[config.mk]
export PLATFORM = sky130hd
export DESIGN_NAME = johnson_decoder
export DESIGN_NICKNAME = d
export VERILOG_FILES = /design/src/rtl/johnson_decoder.sv
export SDC_FILE = /design/constraint.sdc
export NUM_CORES = 1
export LEC_CHECK = 0
export BUFFER_PORTS_ARGS = -buffer_cell sky130_fd_sc_hd__clkbuf_2
export CAP_MARGIN = 30
export CORE_MARGIN = 5
export CORE_UTILIZATION = 45
export DETAILED_ROUTE_END_ITERATION = 12
export PLACE_DENSITY_LB_ADDON = 0.15
export REMOVE_ABC_BUFFERS = 1
export SYNTH_ARGS = -nofsm -noshare
export SYNTH_HDL_FRONTEND = slang
export SYNTH_SLANG_ARGS = --single-unit
[constraint.sdc]
create_clock -name clock -period 2.7 [get_ports clock]
set_input_delay 0.27 -clock clock [delete_from_list [all_inputs] [get_ports clock]]
set_output_delay 0.27 -clock clock [all_outputs]
set_load 0.05 [all_outputs]
[src/rtl/johnson_decoder.sv]
// johnson_decoder: decodes a sampled Johnson code to a binary index and
// checks that successive samples follow the counter sequence. It reports
// lock status, step errors and a saturating error count.
module johnson_decoder #(
  parameter int unsigned WIDTH      = 4,
  parameter int unsigned LOCK_COUNT = 4,
  parameter bit          ALLOW_HOLD = 1'b1
) (
  input  logic                           clock,
  input  logic                           reset,
  input  logic [WIDTH-1:0]               j_in,
  input  logic                           valid_in,
  input  logic                           err_clr,
  output logic [$clog2(2*WIDTH)-1:0]     index,
  output logic                           valid_out,
  output logic                           legal,
  output logic                           step_err,
  output logic                           locked,
  output logic [7:0]                     err_count
);

  localparam int unsigned N  = 2 * WIDTH;
  localparam int unsigned IW = $clog2(2 * WIDTH);
  localparam int unsigned CW = $clog2(WIDTH + 1);
  localparam int unsigned GW = 4;

  typedef enum logic [1:0] {
    SEARCH = 2'd0,
    TRACK  = 2'd1,
    LOCKED = 2'd2
  } state_e;

  state_e          state_q, state_d;
  logic [IW-1:0]   ref_q, ref_d;
  logic [GW-1:0]   good_q, good_d;
  logic [IW-1:0]   index_q, index_d;
  logic            legal_q, legal_d;
  logic            valid_out_q, valid_out_d;
  logic            step_err_q, step_err_d;
  logic            locked_q, locked_d;
  logic [7:0]      err_count_q, err_count_d;

  logic [CW-1:0]   trans_cnt;
  logic [CW-1:0]   pop_cnt;
  logic            dec_legal;
  logic [IW-1:0]   dec_index;
  logic [IW-1:0]   next_ref;
  logic            is_advance;
  logic            is_hold;
  logic            reach_lock;

  // Combinational decode of the current sample: legality, index, classification.
  always_comb begin
    trans_cnt = '0;
    pop_cnt   = '0;
    for (int i = 0; i < int'(WIDTH) - 1; i++) begin
      trans_cnt = trans_cnt + CW'(j_in[i] ^ j_in[i+1]);
    end
    for (int i = 0; i < int'(WIDTH); i++) begin
      pop_cnt = pop_cnt + CW'(j_in[i]);
    end
    dec_legal = (trans_cnt <= CW'(1));
    if (!dec_legal) begin
      dec_index = '0;
    end else if (!j_in[WIDTH-1]) begin
      dec_index = IW'(pop_cnt);
    end else begin
      dec_index = IW'(N - 32'(pop_cnt));
    end
    next_ref   = (ref_q == IW'(N - 1)) ? '0 : ref_q + IW'(1);
    is_advance = dec_legal && (dec_index == next_ref);
    is_hold    = ALLOW_HOLD && dec_legal && (dec_index == ref_q);
    reach_lock = (32'(good_q) + 32'd1) >= LOCK_COUNT;
  end

  // FSM state register.
  always_ff @(posedge clock or posedge reset) begin
    if (reset) begin
      state_q <= SEARCH;
    end else begin
      state_q <= state_d;
    end
  end

  // Next-state logic: acquire in SEARCH, count advances in TRACK, hold in LOCKED.
  always_comb begin
    state_d = state_q;
    if (valid_in) begin
      case (state_q)
        SEARCH: begin
          if (dec_legal) state_d = TRACK;
        end
        TRACK: begin
          if (is_advance) begin
            if (reach_lock) state_d = LOCKED;
          end else if (!is_hold && !dec_legal) begin
            state_d = SEARCH;
          end
        end
        LOCKED: begin
          if (!is_advance && !is_hold) state_d = dec_legal ? TRACK : SEARCH;
        end
        default: state_d = SEARCH;
      endcase
    end
  end

  // Output and datapath next values: reference tracking, error pulse and count.
  always_comb begin
    ref_d       = ref_q;
    good_d      = good_q;
    index_d     = index_q;
    legal_d     = legal_q;
    valid_out_d = 1'b0;
    step_err_d  = 1'b0;
    err_count_d = err_count_q;
    locked_d    = (state_d == LOCKED);
    if (valid_in) begin
      index_d     = dec_index;
      legal_d     = dec_legal;
      valid_out_d = 1'b1;
      case (state_q)
        SEARCH: begin
          if (dec_legal) begin
            ref_d  = dec_index;
            good_d = '0;
          end
        end
        TRACK: begin
          if (is_advance) begin
            ref_d  = dec_index;
            good_d = good_q + GW'(1);
          end else if (!is_hold) begin
            step_err_d = 1'b1;
            if (dec_legal) begin
              ref_d  = dec_index;
              good_d = '0;
            end
          end
        end
        LOCKED: begin
          if (is_advance) begin
            ref_d = dec_index;
          end else if (!is_hold) begin
            step_err_d = 1'b1;
            if (dec_legal) begin
              ref_d  = dec_index;
              good_d = '0;
            end
          end
        end
        default: ;
      endcase
    end
    if (step_err_d && (err_count_q != 8'hFF)) err_count_d = err_count_q + 8'd1;
    // A clear coinciding with an error wins.
    if (err_clr) err_count_d = '0;
  end

  // Datapath and output registers.
  always_ff @(posedge clock or posedge reset) begin
    if (reset) begin
      ref_q       <= '0;
      good_q      <= '0;
      index_q     <= '0;
      legal_q     <= 1'b0;
      valid_out_q <= 1'b0;
      step_err_q  <= 1'b0;
      locked_q    <= 1'b0;
      err_count_q <= '0;
    end else begin
      ref_q       <= ref_d;
      good_q      <= good_d;
      index_q     <= index_d;
      legal_q     <= legal_d;
      valid_out_q <= valid_out_d;
      step_err_q  <= step_err_d;
      locked_q    <= locked_d;
      err_count_q <= err_count_d;
    end
  end

  assign index     = index_q;
  assign valid_out = valid_out_q;
  assign legal     = legal_q;
  assign step_err  = step_err_q;
  assign locked    = locked_q;
  assign err_count = err_count_q;

endmodule

==> results.toml <==
[logic_synthesis]
synth_top_area_share_pct = 32.45
synth-compound-area-share_pct = 21.30
synth_top_family_by_area = "compound AO/OA/AOI/OAI gates"
ys_types = 55
synth.most_common_cell = "dfrtp_1"
yosysWarnings = 0
synth-xor-area-share_pct = 6.018
yosys_most_used_dff = "dfrtp_1"
syn_area_per_cell_um2 = 8.812
synth_cells = 210
synth_common_cells = "dfrtp_1, o21ai_0"
synthTopCellsByArea = "dfrtp_1, ha_1, o21ai_0"
netlist_area_mm2 = 0.001851
synthSimpleGateAreaFrac_pct = 20.35
synth_seq_cells = 24
synth_top_cell_by_area = "dfrtp_1"
async_flop_share_pct = 100.0
synth_fa_ha_area_share_pct = 9.872
synth_edf_count = 0
ys_seq_area_share_pct = 32.45
muxShareOfSynthArea_pct = 4.192

[power_and_ir_drop]
peakVddDrop_mv = 0.5478
p_leak_nw = 1.138
powerDensity_mw_per_mm2 = 907.1
total_power_mw = 2.344

[global_routing]
grt_max_degree = 16
track_usage_pct = 17.76
antenna_found_initial = 0
grt_pass1_vias = 1706
grt-ovfl-total = 0
gr-usage-met2_pct = 30.22
met3_usage_pct = 2.838
use_met1_pct = 22.67
grt.busiest_layer = "met2"
grt_pass1_wl_um = 7707

[cts]
cts_buffer_depth = 2
cts_tree = "built"
cts_sinks = 24
cts_made_buffers = 3
ctsRootBufferMaster = "clkbuf_8"
clk_pin_slew_worst_paths_ns = 0.09
ctsHtreeMaxLevel = 1
insertion_delay_ns = 0.28

[route]
vias = 1778
drtIter0Drc = 71
routedWlPerCell_um = 15.12
routed_via_density = 5.644
ant_nets = 0
drt-pass1-iter-count = 4
drc = 0
wirelength_um = 4764

[cells_and_area]
diodes = 0
area_growth_syn_to_layout_pct = 39.62
nFillCells = 370
multiInputGateArea_mm2 = 0.001335
drive_above_1_share_pct = 38.11
seq_area_um2 = 600.6
final_nets = 288
fin_cells = 315

[timing]
fin_ws_ns = -0.2197
fmax_ghz = 0.3425
hold_viol_final = 0
worst_clock_skew_ns = 0.004299
setup_viol = 12
fin_setup_tns_ns = -1.723
slew_headroom_pct = 49.96
rsz0062_at_grt = "true"
finalCritPeriodShare_pct = 108.1
tightest_slew_ns = 0.7479
fin_crit_ns = 2.920
slew_viol_final = 0
holdWs_ns = 0.2889

[placed_design]
portBuffers = 22
place_inst = 301
place.gp.congestion = 0.8109
hpwl_um = 3335

[floorplan]
die_h_um = 74.13
die_area_mm2 = 0.005495
core_area_mm2 = 0.004000
ios = 23
rows = 23
die_x_um = 74.13
initial_core_util_pct = 46.26

[setup_path]
crit_required_ns = 2.87
cp_cell_sequence = "buf_6, fa_1, ha_2, ha_4, xnor2_4, a211o_1, nand4_1, o211ai_1, o32a_4, or4b_1, and3b_1"
setup.worst_path.start_class = "input pin"
max_stage_delay_ns = 0.53
cp_max_fo = 8
cp_slowest_cell = "fa_1"
crit_buf_inv = 1
cp_top_family = "adder cells"
cp.arrival_ns = 3.09
end_kind = "flip-flop"
crit_type = "in2reg"

[run_status]
violations = "negative setup slack"
status = "finished, violations left"

[hold_path]
worstHoldPathType = "in2reg"

[flow_run]
maxCapViolCount = 0
[cells in the final DEF, fill, tap and decap left out, types with 2 or more instances in the layout]
cell type   n
dfrtp_1    24
nor2_1     12
clkbuf_8    4
xnor2_1     5
a21oi_1     8
nor3b_2     2
nand3_1     9
nand4b_1    2
and3_1      2
or2_2       2
a21oi_2     5
ha_1       11
nor3_1      3
mux2_4      2
clkbuf_2   20
nor2b_1     3
mux2_2      3
buf_4      34
and2_1      2
o211ai_1    5
nand4_1     3
or4_1       3
buf_6       5
nand2_1    13
o21ai_1     2
a22oi_1     2
inv_1      12
nand3_2     2
a21o_1      3
xor2_1      4
o21ai_0    13
a211oi_1    2
[per-layer routing]
layer | wire, um | vias to the layer above
li1 | - | 880
met1 | 2105 | 867
met4 | 44 | 0
met2 | 2479 | 27
met5 | 0 | -
met3 | 134 | 4
[metrics by stage]
stage,setup WS (ns),utilization [%],instance area (um2)
after floorplan,-0.5120,-,1792
after global placement,-0.7368,54.55,2182
after detailed placement,-0.8361,55.24,2210
after CTS,-0.2569,62.37,2495
after global routing,-0.3177,64.59,2584
final,-0.2197,64.59,2584
[power breakdown]
group	switching (mW)	internal, mW
Clock	0.127	0.199
Sequential	0.0527	0.422
Combinational	0.822	0.722
Total	1.00	1.34
[cell type report]
cell class,instances,share of cell area [%]
clock buffer,3,1.598
timing repair buffer,62,17.92
inverter,13,1.985
clock inverter,1,1.162
multi-input combinational,162,51.67
sequential,24,23.24
tap,50,2.421
[final timing paths]
path | slack, ns | cells past startpoint | endpoint | from
setup / recovery | -0.22 | 11 | err_count[6] | j_in[0]
hold / removal | 0.29 | 1 | valid_out | valid_in
setup reg to reg | -0.16 | 9 | err_count[6] | flip-flop
hold reg to reg | 0.52 | 1 | legal | legal
max in group asynchronous | 1.72 | 4 | good_q[2] | reset
min in group asynchronous | 0.53 | 3 | index[0] | reset
[cell families after synthesis]
kind of cell / after synthesis
muxes: 7
adders and majority gates: 14
buffers and inverters: 24
DFF: 24
and+or+nand+nor: 70
xor gates and xnor gates: 11
AOI/OAI and AO/OA: 60
[timing repair]
| action | in CTS | in global routing |
|---|---|---|
| buffers inserted | 10 | 2 |
| endpoints found under the setup margin | 17 | 17 |
| hold buffers | 1 | 0 |
| pin swaps | 19 | 15 |
| resized for setup | 28 | 24 |
| endpoints found under the hold margin | 9 | 0 |
Note: power is estimated with default switching activity, not from simulation.
